`config.mk`:
```
export PLATFORM = sky130hd
export DESIGN_NAME = dma_multi_channel
export DESIGN_NICKNAME = d
export VERILOG_FILES = /design/src/rtl/dma_multi_channel.sv
export SDC_FILE = /design/constraint.sdc
export NUM_CORES = 1
export LEC_CHECK = 0
export ABC_AREA = 1
export BUFFER_PORTS_ARGS = -buffer_cell sky130_fd_sc_hd__buf_2
export CELL_PAD_IN_SITES_DETAIL_PLACEMENT = 1
export CELL_PAD_IN_SITES_GLOBAL_PLACEMENT = 2
export CORE_MARGIN = 8
export CORE_UTILIZATION = 39
export CTS_BUF_LIST = sky130_fd_sc_hd__clkbuf_4 sky130_fd_sc_hd__clkbuf_8
export CTS_CLUSTER_DIAMETER = 50
export CTS_CLUSTER_SIZE = 14
export DETAILED_ROUTE_END_ITERATION = 10
export GPL_ROUTABILITY_DRIVEN = 0
export HOLD_SLACK_MARGIN = 0.02
export PLACE_DENSITY = 0.95
export SLEW_MARGIN = 20
export SYNTH_ARGS = -nofsm -noshare
export SYNTH_HDL_FRONTEND = slang
export SYNTH_SLANG_ARGS = --single-unit
```
`constraint.sdc`:
```
create_clock -name clk -period 13.2 [get_ports clk]
set_input_delay 2.64 -clock clk [delete_from_list [all_inputs] [get_ports clk]]
set_output_delay 2.64 -clock clk [all_outputs]
set_load 0.01 [all_outputs]
```
`src/rtl/dma_multi_channel.sv`:
```
// rtl/dma_multi_channel.sv - multi-channel cycle-stealing memory-to-memory DMA engine
module dma_multi_channel #(
  parameter int NUM_CH = 4,
  parameter int CH_W   = 2,
  parameter int ADDR_W = 16,
  parameter int DATA_W = 32,
  parameter int LEN_W  = 16
) (
  input  logic              clk,
  input  logic              reset,
  input  logic              cfg_valid,
  input  logic [CH_W-1:0]   cfg_ch,
  input  logic [ADDR_W-1:0] cfg_src,
  input  logic [ADDR_W-1:0] cfg_dst,
  input  logic [LEN_W-1:0]  cfg_len,
  output logic              cfg_ready,
  output logic [NUM_CH-1:0] busy,
  output logic [NUM_CH-1:0] done,
  input  logic              mem_free,
  output logic              mem_req,
  output logic [ADDR_W-1:0] mem_addr,
  output logic              mem_we,
  output logic [DATA_W-1:0] mem_di,
  input  logic [DATA_W-1:0] mem_do
);

  typedef enum logic [1:0] {IDLE, READ, CAPTURE, WRITE} state_t;

  state_t            state, state_nxt;
  logic [ADDR_W-1:0] src_q [NUM_CH];
  logic [ADDR_W-1:0] dst_q [NUM_CH];
  logic [LEN_W-1:0]  len_q [NUM_CH];
  logic [CH_W-1:0]   sel, ptr, ptr_nxt, pick;
  logic              pick_vld;
  logic [DATA_W-1:0] data_q;
  logic              cfg_ch_ok, cfg_fire, word_done;

  // Channel indices beyond NUM_CH (non power-of-two counts) are never accepted.
  assign cfg_ch_ok = int'(cfg_ch) < NUM_CH;
  assign cfg_ready = cfg_ch_ok && !busy[cfg_ch];
  assign cfg_fire  = cfg_valid && cfg_ready;
  assign word_done = (state == WRITE) && mem_free;
  assign ptr_nxt   = (int'(sel) == NUM_CH - 1) ? '0 : sel + CH_W'(1);

  // Round-robin: first busy channel at or after ptr, wrapping.
  always_comb begin
    pick     = '0;
    pick_vld = 1'b0;
    for (int i = 0; i < NUM_CH; i++) begin
      int              j;
      logic [CH_W-1:0] jj;
      j = int'(ptr) + i;
      if (j >= NUM_CH) j = j - NUM_CH;
      jj = j[CH_W-1:0];
      if (!pick_vld && busy[jj]) begin
        pick_vld = 1'b1;
        pick     = jj;
      end
    end
  end

  always_comb begin
    state_nxt = state;
    mem_req   = 1'b0;
    mem_we    = 1'b0;
    mem_addr  = '0;
    mem_di    = '0;
    case (state)
      IDLE: if (pick_vld) state_nxt = READ;
      READ: begin
        mem_req  = mem_free;
        mem_addr = src_q[sel];
        if (mem_free) state_nxt = CAPTURE;
      end
      CAPTURE: state_nxt = WRITE;
      WRITE: begin
        mem_req  = mem_free;
        mem_we   = mem_free;
        mem_addr = dst_q[sel];
        mem_di   = data_q;
        if (mem_free) state_nxt = IDLE;
      end
      default: state_nxt = IDLE;
    endcase
  end

  always_ff @(posedge clk) begin
    if (reset) begin
      state  <= IDLE;
      sel    <= '0;
      ptr    <= '0;
      data_q <= '0;
      busy   <= '0;
      done   <= '0;
      for (int i = 0; i < NUM_CH; i++) begin
        src_q[i] <= '0;
        dst_q[i] <= '0;
        len_q[i] <= '0;
      end
    end else begin
      state <= state_nxt;
      done  <= '0;
      if (state == IDLE && pick_vld) sel <= pick;
      if (state == CAPTURE) data_q <= mem_do;
      if (word_done) begin
        src_q[sel] <= src_q[sel] + ADDR_W'(1);
        dst_q[sel] <= dst_q[sel] + ADDR_W'(1);
        len_q[sel] <= len_q[sel] - LEN_W'(1);
        ptr        <= ptr_nxt;
        if (len_q[sel] == LEN_W'(1)) begin
          busy[sel] <= 1'b0;
          done[sel] <= 1'b1;
        end
      end
      // A configurable channel is idle, so it never collides with sel above.
      if (cfg_fire) begin
        src_q[cfg_ch] <= cfg_src;
        dst_q[cfg_ch] <= cfg_dst;
        len_q[cfg_ch] <= cfg_len;
        busy[cfg_ch]  <= (cfg_len != '0);
        done[cfg_ch]  <= (cfg_len == '0);
      end
    end
  end

endmodule

```
==> impl_metrics.ini, run 1 <==
[placed_design]
portBuffers = 144
place_ws_ps = 6740
numPlacedInstances = 2176
dp_hpwl_mm = 29.1

[global_routing]
first_global_vias = 13200
grt_max_degree = 95
grt_antenna_before_repair = 2
track_usage_pct = 21.6
grt.overflow.total = 0
grt_util_met3_pct = 4.73
grt.met1_usage_pct = 25.4
grt_pass1_wl_mm = 70.6
globalRouteMet2Util_pct = 38.6
grt_most_used_layer = met2

[logic_synthesis]
ys_types = 38
synthTopCellsByCount = nand2_1, edfxtp_1, nand3_1, inv_1, nor2_1
muxShareOfSynthArea_pct = 0
synth.top_cell.area_share_pct = 43.3
synth_edf_count = 192
synth_top_family_by_area = simple AND/OR/NAND/NOR gates
synthCells = 1657
yosys.area_share.simple_pct = 28.8
synth_xor_area_share_pct = 0.846
synth_compound_area_share_pct = 10.7
yosys.area.top_type = edfxtp_1
syn_area_sq_um = 13300
yosysSeqAreaShare_pct = 50.5
yosys-top-cells-area = edfxtp_1, nand2_1, dfxtp_1, nand3_1, o22ai_1
syn_area_per_cell_sq_um = 8.04
synth-seq-cells = 240
synth_ff_type = edfxtp_1
synthArstFlopShare_pct = 0
syn_nets = 1756
yosysMostFrequentCell = nand2_1
synth_fa_ha_area_share_pct = 1.22
yosys_warnings = 0

[pwr]
power_leakage_nw = 6.54
irDropWorstVdd_mv = 0.0844
power_density_nw_per_um2 = 166

[layout]
n_antenna_cell = 0
final-seq-area_sq_um = 6730
multi_input_area_sq_um = 5560
fin_cells = 2237
drive_above_1_share_pct = 16.3
finalNetCount = 1863
nFillCells = 4124
area_delta_synth_final_pct = 13.4

[worst_setup_path]
worstPathRequired_ps = 10560
r2r-start = state[1]
path_max_fanout = 6
cp-start-kind = input port
worstSetupEndpointType = primary output
cp.arrival_ps = 3360
cp-startpoint = cfg_ch[0]
worst-setup-path-type = in -> out

[cts]
clockBufferDepth = 3
cts_tree = built
clockRootBuffer = clkbuf_8
cts-htree-levels = 2
post_cts_resized = 0
postCtsHoldBufs = 0
cts.clk_slew.worst_paths_ps = 70
worstSkewPairLatency_ps = 560
cts_buffers = 34
cts.sinks = 240
post_cts_buffers = 0

[sta]
setup-violations-final = 0
worst_pin_slew_ps = 1120
fin_crit_sh_pct = 45.5
fmax_ghz = 0.167
clock_skew_ps = 29.9
fin_setup_tns_ps = 0
finalHoldViolCount = 0
layout_min_cycle_time_ps = 6000
grt_setup_unrepaired = no
slew_violations = 0
hold_slack_ps = 500
relSlewSlack_pct = 25.2
worst_slack_ps = 7200

[floorplanning]
die_h_microns = 201
die-width_microns = 201
dieArea_sq_um = 40300
row_count = 67
initial_core_util_pct = 39.6
io_pins = 145
coreArea_sq_um = 33600

[routing]
wl_mm = 44.6
drt_iter0_drc = 774
drt_first_pass_iters = 5
drc = 0
ant_nets = 0
vias = 12300
wire_per_inst_microns = 20.0
avgViaCountPerCell = 5.48

[worst_hold_path]
min_path_type = reg -> reg
hold_start = data_q[23]

[run_status]
outcome = finished, final reports clean

[run]
maxCapViolCount = 0
## flip-flops by register name, summed over array words and instances, names as in the netlist, named ones only
signal  cells
state       2
sel         2
src_q      64
len_q      64
ptr         2
done        4
data_q     32
busy        4
dst_q      64
## power by group
group	leakage [nW]	switching (W)	internal, W	total [W]
sequential	2.40	0.0000519	0.000910	0.000962
clock	0.408	0.000334	0.000388	0.000723
combinational	3.74	0.000602	0.000224	0.000826
total	6.54	0.000988	0.00152	0.00251
## logic make-up after synthesis
group | count (synthesis)
adder cells (fa/ha/maj) | 13
flip-flops | 240
buffers and inverters | 242
XOR/XNOR | 12
AO/OA/AOI/OAI | 249
AND/OR/NAND/NOR | 901
## placed cells by master, fill, tap and decap left out, types with 4 or more instances in the layout
cell	count
nand2_1	540
edfxtp_1	192
nand3_1	166
buf_2	144
inv_1	135
nor2_1	122
o22ai_1	105
o21ai_0	67
o21ai_1	50
dfxtp_1	46
clkbuf_8	36
nand4_1	21
buf_4	18
nand2_2	16
a21oi_1	14
nor2_2	13
ha_1	13
inv_2	11
nand3_2	8
nor2_4	7
xor2_1	7
bufinv_16	6
clkinv_1	5
o21ai_2	5
xnor2_1	4
clkinvlp_4	4
clkinv_2	4
clkinv_4	4
## final cells by class
cell class                 count  share of cell area (%)
tap                          448                    3.71
sequential                   240                    44.6
inverter                     151                    3.77
clock inverter                24                    2.11
clock buffer                  37                    3.33
multi-input combinational   1175                    36.8
timing repair buffer         162                    5.67
## path summary, 6_finish.rpt
check | to | cells past startpoint | slack (ps)
worst max-delay path | cfg_ready | 8 | 7200
worst min-delay path | data_q[23] | 2 | 500
worst max register to register | src_q[1][0] | 11 | 8440
worst min register to register | data_q[23] | 2 | 500
## layer usage
| metal | routed length, microns | vias up | share of wire (%) |
|---|---|---|---|
| li1 | - | 5776 | - |
| met1 | 18400 | 6046 | 41 |
| met2 | 22200 | 354 | 50 |
| met4 | 1050 | 2 | 2.3 |
| met3 | 2970 | 80 | 6.7 |
| met5 | 10 | - | 0.022 |
## critical path, stage by stage
cell     delay (ps)
buf_2           110
inv_2            40
nand2_1          70
inv_2            40
nand2_1          40
o21ai_1         100
nor2_4          170
buf_2           150
## per-stage QoR
step / total power (W) / cell area (sq um) / util (%)
finish: 0.00251 / 15100 / 44.9
CTS: 0.00252 / 15100 / 44.9
global route: 0.00265 / 15100 / 44.9
global placement: 0.00177 / 14300 / 42.5
detailed placement: 0.00180 / 14300 / 42.5
floorplan: 0.00156 / 13300 / -
No activity file was read; power rests on OpenSTA's default activity.
==> inputs of run 2 (changes only) <==
CORE_UTILIZATION = 33   (was 39)
PLACE_DENSITY = 0.88   (was 0.95)
clock period = 5.25 ns   (was 13.2 ns; I/O delays follow)
==> run 2 against run 1 <==
Effect of this change:
- core utilization down 6.5 points
- sequential share of layout area down 0.55 points
- wire length up 7.6%
- non-clock buffer count up 3
- register-to-register slack worse by 6600 ps
- largest cell class unchanged
==> impl_metrics.ini, run 2 (same netlist as run 1, synthesis figures left out) <==
[cts]
clockBufferDepth = 3
cts.sinks = 240
clockRootBuffer = clkbuf_8
post_cts_buffers = 0
cts_buffers = 37
cts_tree = built
cts-htree-levels = 2
cts.clk_slew.worst_paths_ps = 70
worstSkewPairLatency_ps = 580
post_cts_resized = 0
postCtsHoldBufs = 0

[routing]
wl_met3_mm = 3.40
wl_met1_mm = 20.5
wire_per_inst_microns = 20.6
drt_iter0_drc = 686
drc = 0
routed.top_layer = met5
drt_first_pass_iters = 5
vias = 12300
wl_met2_mm = 22.7
avgViaCountPerCell = 5.30
wl_mm = 48.1
ant_nets = 0

[floorplanning]
dieArea_sq_um = 47000
initial_core_util_pct = 33.4
coreArea_sq_um = 39800
die-width_microns = 217
io_pins = 145
die_h_microns = 217
row_count = 73

[layout]
finalNetCount = 1869
top_regs = dst_q: 64 flops, len_q: 64 flops, src_q: 64 flops
final_common_cell = nand2_1
final_cell_mix = nand2_1, edfxtp_1, nand3_1
final_cell_area_sq_um = 15300
drive_above_1_share_pct = 16.6
area_delta_synth_final_pct = 14.8

[sta]
grt_setup_unrepaired = no
layout_min_cycle_time_ps = 4010
fmax_ghz = 0.250
slew_violations = 0
hold_slack_ps = 500
setup-violations-final = 0
clock_skew_ps = 36.1
worst_pin_slew_ps = 1080
fin_crit_sh_pct = 76.3
fin_setup_tns_ps = 0
finalHoldViolCount = 0
relSlewSlack_pct = 28.0

[run_status]
outcome = finished, final reports clean

[global_routing]
grt_max_degree = 72
grt.overflow.total = 0
grt_pass1_wl_mm = 74.7
first_global_vias = 13400
grt_antenna_before_repair = 5
track_usage_pct = 20.1

[worst_setup_path]
cp_top_family = buffers and inverters
crit_buf_inv = 3
cp.arrival_ps = 2960
cpPeakStageDelay_ps = 720
worstSetupEndpointType = primary output
worst-setup-path-type = reg -> out
path_max_fanout = 71
crit_path_cell_trace = buf_4 > nand2_1 > nand3_1 > and2_1 > inv_1 > o22ai_1 > buf_2
cp-start-kind = flip-flop
worstPathRequired_ps = 4200
crit_slowest_cell = buf_4

[run]
maxCapViolCount = 0

[pwr]
power_leakage_nw = 6.58
irDropWorstVdd_mv = 0.161
power_density_nw_per_um2 = 420

[placed_design]
placed_area_sq_um = 14400
portBuffers = 144
dp_hpwl_mm = 30.6

[worst_hold_path]
min_path_type = reg -> reg
[run 2: worst min-delay path, cell delays in order (launching register included)]
cell and delay (ps):
dfxtp_1 320, o21ai_0 70, nor2_1 70
[run 2: path summary, 6_finish.rpt]
kind              cells after the start           end      start  slack, ps
setup / recovery                      7  mem_addr[13]  flip-flop       1240
hold / removal                        2     data_q[0]  data_q[0]        500
setup reg to reg                     13   len_q[1][8]  flip-flop       1820
hold reg to reg                       2     data_q[0]  data_q[0]        500
[run 2: through the flow]
step,setup WS (ps),cells,util [%],total power (W)
floorplan,1000,1657,-,0.00392
global placement,1490,2256,36.2,0.00450
detailed placement,1370,2256,36.2,0.00457
CTS,1220,2324,38.3,0.00647
global route,1050,2324,38.3,0.00680
finish,1240,2328,38.4,0.00642
[run 2: metal layers]
layer / vias up / global-route usage [%]
met5: - / 0
met4: 2 / 7.62
met2: 369 / 34.2
li1: 5799 / -
met3: 95 / 5.12
met1: 6073 / 24.4
[run 2: power by group]
| group | switching (W) | internal, W | leakage [nW] |
|---|---|---|---|
| clock | 0.000888 | 0.00100 | 0.424 |
| combinational | 0.00153 | 0.000570 | 3.76 |
| sequential | 0.000148 | 0.00229 | 2.40 |
[run 2: final cells by class]
class | count | area [sq um]
inverters | 151 | 569
clock inverters | 26 | 308
fillers | 4862 | 24500
well taps | 525 | 657
diodes | 4 | 10.0
clock buffers | 42 | 559
multi-input cells | 1175 | 5560
flip-flops and latches | 240 | 6730
repair buffers | 165 | 891
==> inputs of run 3 (changes only) <==
CORE_UTILIZATION = 36   (was 33)
PLACE_DENSITY = 0.91   (was 0.88)
clock period = 3.95 ns   (was 5.25 ns; I/O delays follow)
==> run 3 against run 2 <==
Effect of this change:
- design area decreased by 0.69%
- global-route usage increased by 1.2 points
- sequential power increased by 32%
- critical path type unchanged
- highest routed layer unchanged
==> impl_metrics.ini, run 3 (same netlist as run 1, synthesis figures left out) <==
[run_status]
outcome = finished, final reports clean

[global_routing]
grt.overflow.total = 0
track_usage_pct = 21.4
grt_pass1_wl_mm = 74.2
first_global_vias = 13300
grt_antenna_before_repair = 5
grt_max_degree = 69

[cts]
cts_tree = built
cts-htree-levels = 2
clockRootBuffer = clkbuf_8
post_cts_buffers = 0
clockBufferDepth = 3
cts_buffers = 35
postCtsHoldBufs = 0
cts.clk_slew.worst_paths_ps = 70
worstSkewPairLatency_ps = 570
cts.sinks = 240
post_cts_resized = 0

[floorplanning]
initial_core_util_pct = 36.5
die_h_microns = 208
row_count = 70
coreArea_sq_um = 36500
die-width_microns = 208
io_pins = 145
dieArea_sq_um = 43400

[layout]
top_regs = dst_q: 64 flops, len_q: 64 flops, src_q: 64 flops
area_delta_synth_final_pct = 14.0
final_common_cell = nand2_1
finalNetCount = 1872
final_cell_area_sq_um = 15200
drive_above_1_share_pct = 16.7
final_cell_mix = nand2_1, edfxtp_1, nand3_1

[sta]
finalHoldViolCount = 0
slew_violations = 0
fin_crit_sh_pct = 94.4
relSlewSlack_pct = 30.7
layout_min_cycle_time_ps = 3730
worst_slack_ps = 220
fin_setup_tns_ps = 0
setup-violations-final = 0
clock_skew_ps = 37.0
worst_pin_slew_ps = 1040
fmax_ghz = 0.268
grt_setup_unrepaired = no

[routing]
vias = 12300
wl_mm = 47.1
avgViaCountPerCell = 5.43
ant_nets = 0
drt_first_pass_iters = 5
drc = 0
wire_per_inst_microns = 20.7
drt_iter0_drc = 816

[placed_design]
place_ws_ps = 566
dp_hpwl_mm = 30.9
placed_area_sq_um = 14400
portBuffers = 144

[pwr]
irDropWorstVdd_mv = 0.245
combPwrFrac_pct = 33.6
swShare_pct = 40.3
p_int_w = 0.00494
p_sw_w = 0.00334
pwr-share-seq_pct = 38.9
power_leakage_nw = 6.59
clkPwrFrac_pct = 27.5
power_density_nw_per_um2 = 545

[worst_setup_path]
worstSetupEndpointType = primary output
cp.arrival_ps = 2940
worstPathRequired_ps = 3160
path_max_fanout = 55
worst-setup-path-type = reg -> out
cp-start-kind = flip-flop

[run]
maxCapViolCount = 0

[worst_hold_path]
min_path_type = in -> reg
==> run 3: changes by cell type in the layout (fill, tap and decap cells not counted), moves of 3 or more <==
cell        before  now
clkinvlp_4       6    1
inv_6           10    6
buf_4           20   23
bufinv_16        5    2
clkinv_2         1    4
clkinv_4         1    4
diode_2          4    1
==> run 3: stage by stage <==
| stage | hold WS, ps | utilization, % | total power, W | cells |
|---|---|---|---|---|
| 2_1_floorplan | 463 | - | 0.00521 | 1657 |
| 3_3_place_gp | 475 | 39.4 | 0.00597 | 2204 |
| 3_5_place_dp | 489 | 39.4 | 0.00607 | 2204 |
| 4_1_cts | 420 | 41.5 | 0.00834 | 2267 |
| 5_1_grt | 441 | 41.5 | 0.00878 | 2267 |
| 6_report | 455 | 41.6 | 0.00828 | 2268 |
==> run 3: final timing paths <==
kind / endpoint / from / depth (start not counted) / slack, ps
worst max-delay path: mem_addr[13] / flip-flop / 7 / 220
worst min-delay path: data_q[22] / mem_do[22] / 3 / 460
worst min register to register: data_q[13] / data_q[13] / 2 / 500
worst max register to register: dst_q[3][10] / flip-flop / 14 / 560
==> run 3: power groups by stage <==
stage	sequential [W]	clock, W	combinational, W
global route	0.00326	0.00242	0.00310
finish	0.00322	0.00227	0.00278
global placement	0.00326	0	0.00271
detailed placement	0.00328	0	0.00279
floorplan	0.00318	0	0.00203
CTS	0.00322	0.00232	0.00280
==> run 3: area by class of cell <==
type | count | area, sq um
inverters | 151 | 569
diodes | 1 | 2.50
repair buffers | 170 | 953
clock buffers | 42 | 566
well taps | 468 | 586
multi-input cells | 1175 | 5560
flip-flops and latches | 240 | 6730
fillers | 4443 | 21300
clock inverters | 21 | 213
==> run 3: critical path, cell delays in order, from the launching register on <==
cell,delay (ps)
dfxtp_4,720
buf_4,650
nand2_1,100
nand3_1,120
and2_1,200
inv_1,80
o22ai_1,270
buf_2,210
==> run 3: routing by layer <==
metal	part of all wire (%)	global-route usage (%)	vias up
met2	49	37.3	372
met1	41	25.5	6029
met4	3.4	8.32	10
met3	6.3	4.57	115
li1	-	-	5796
met5	0.13	0	-
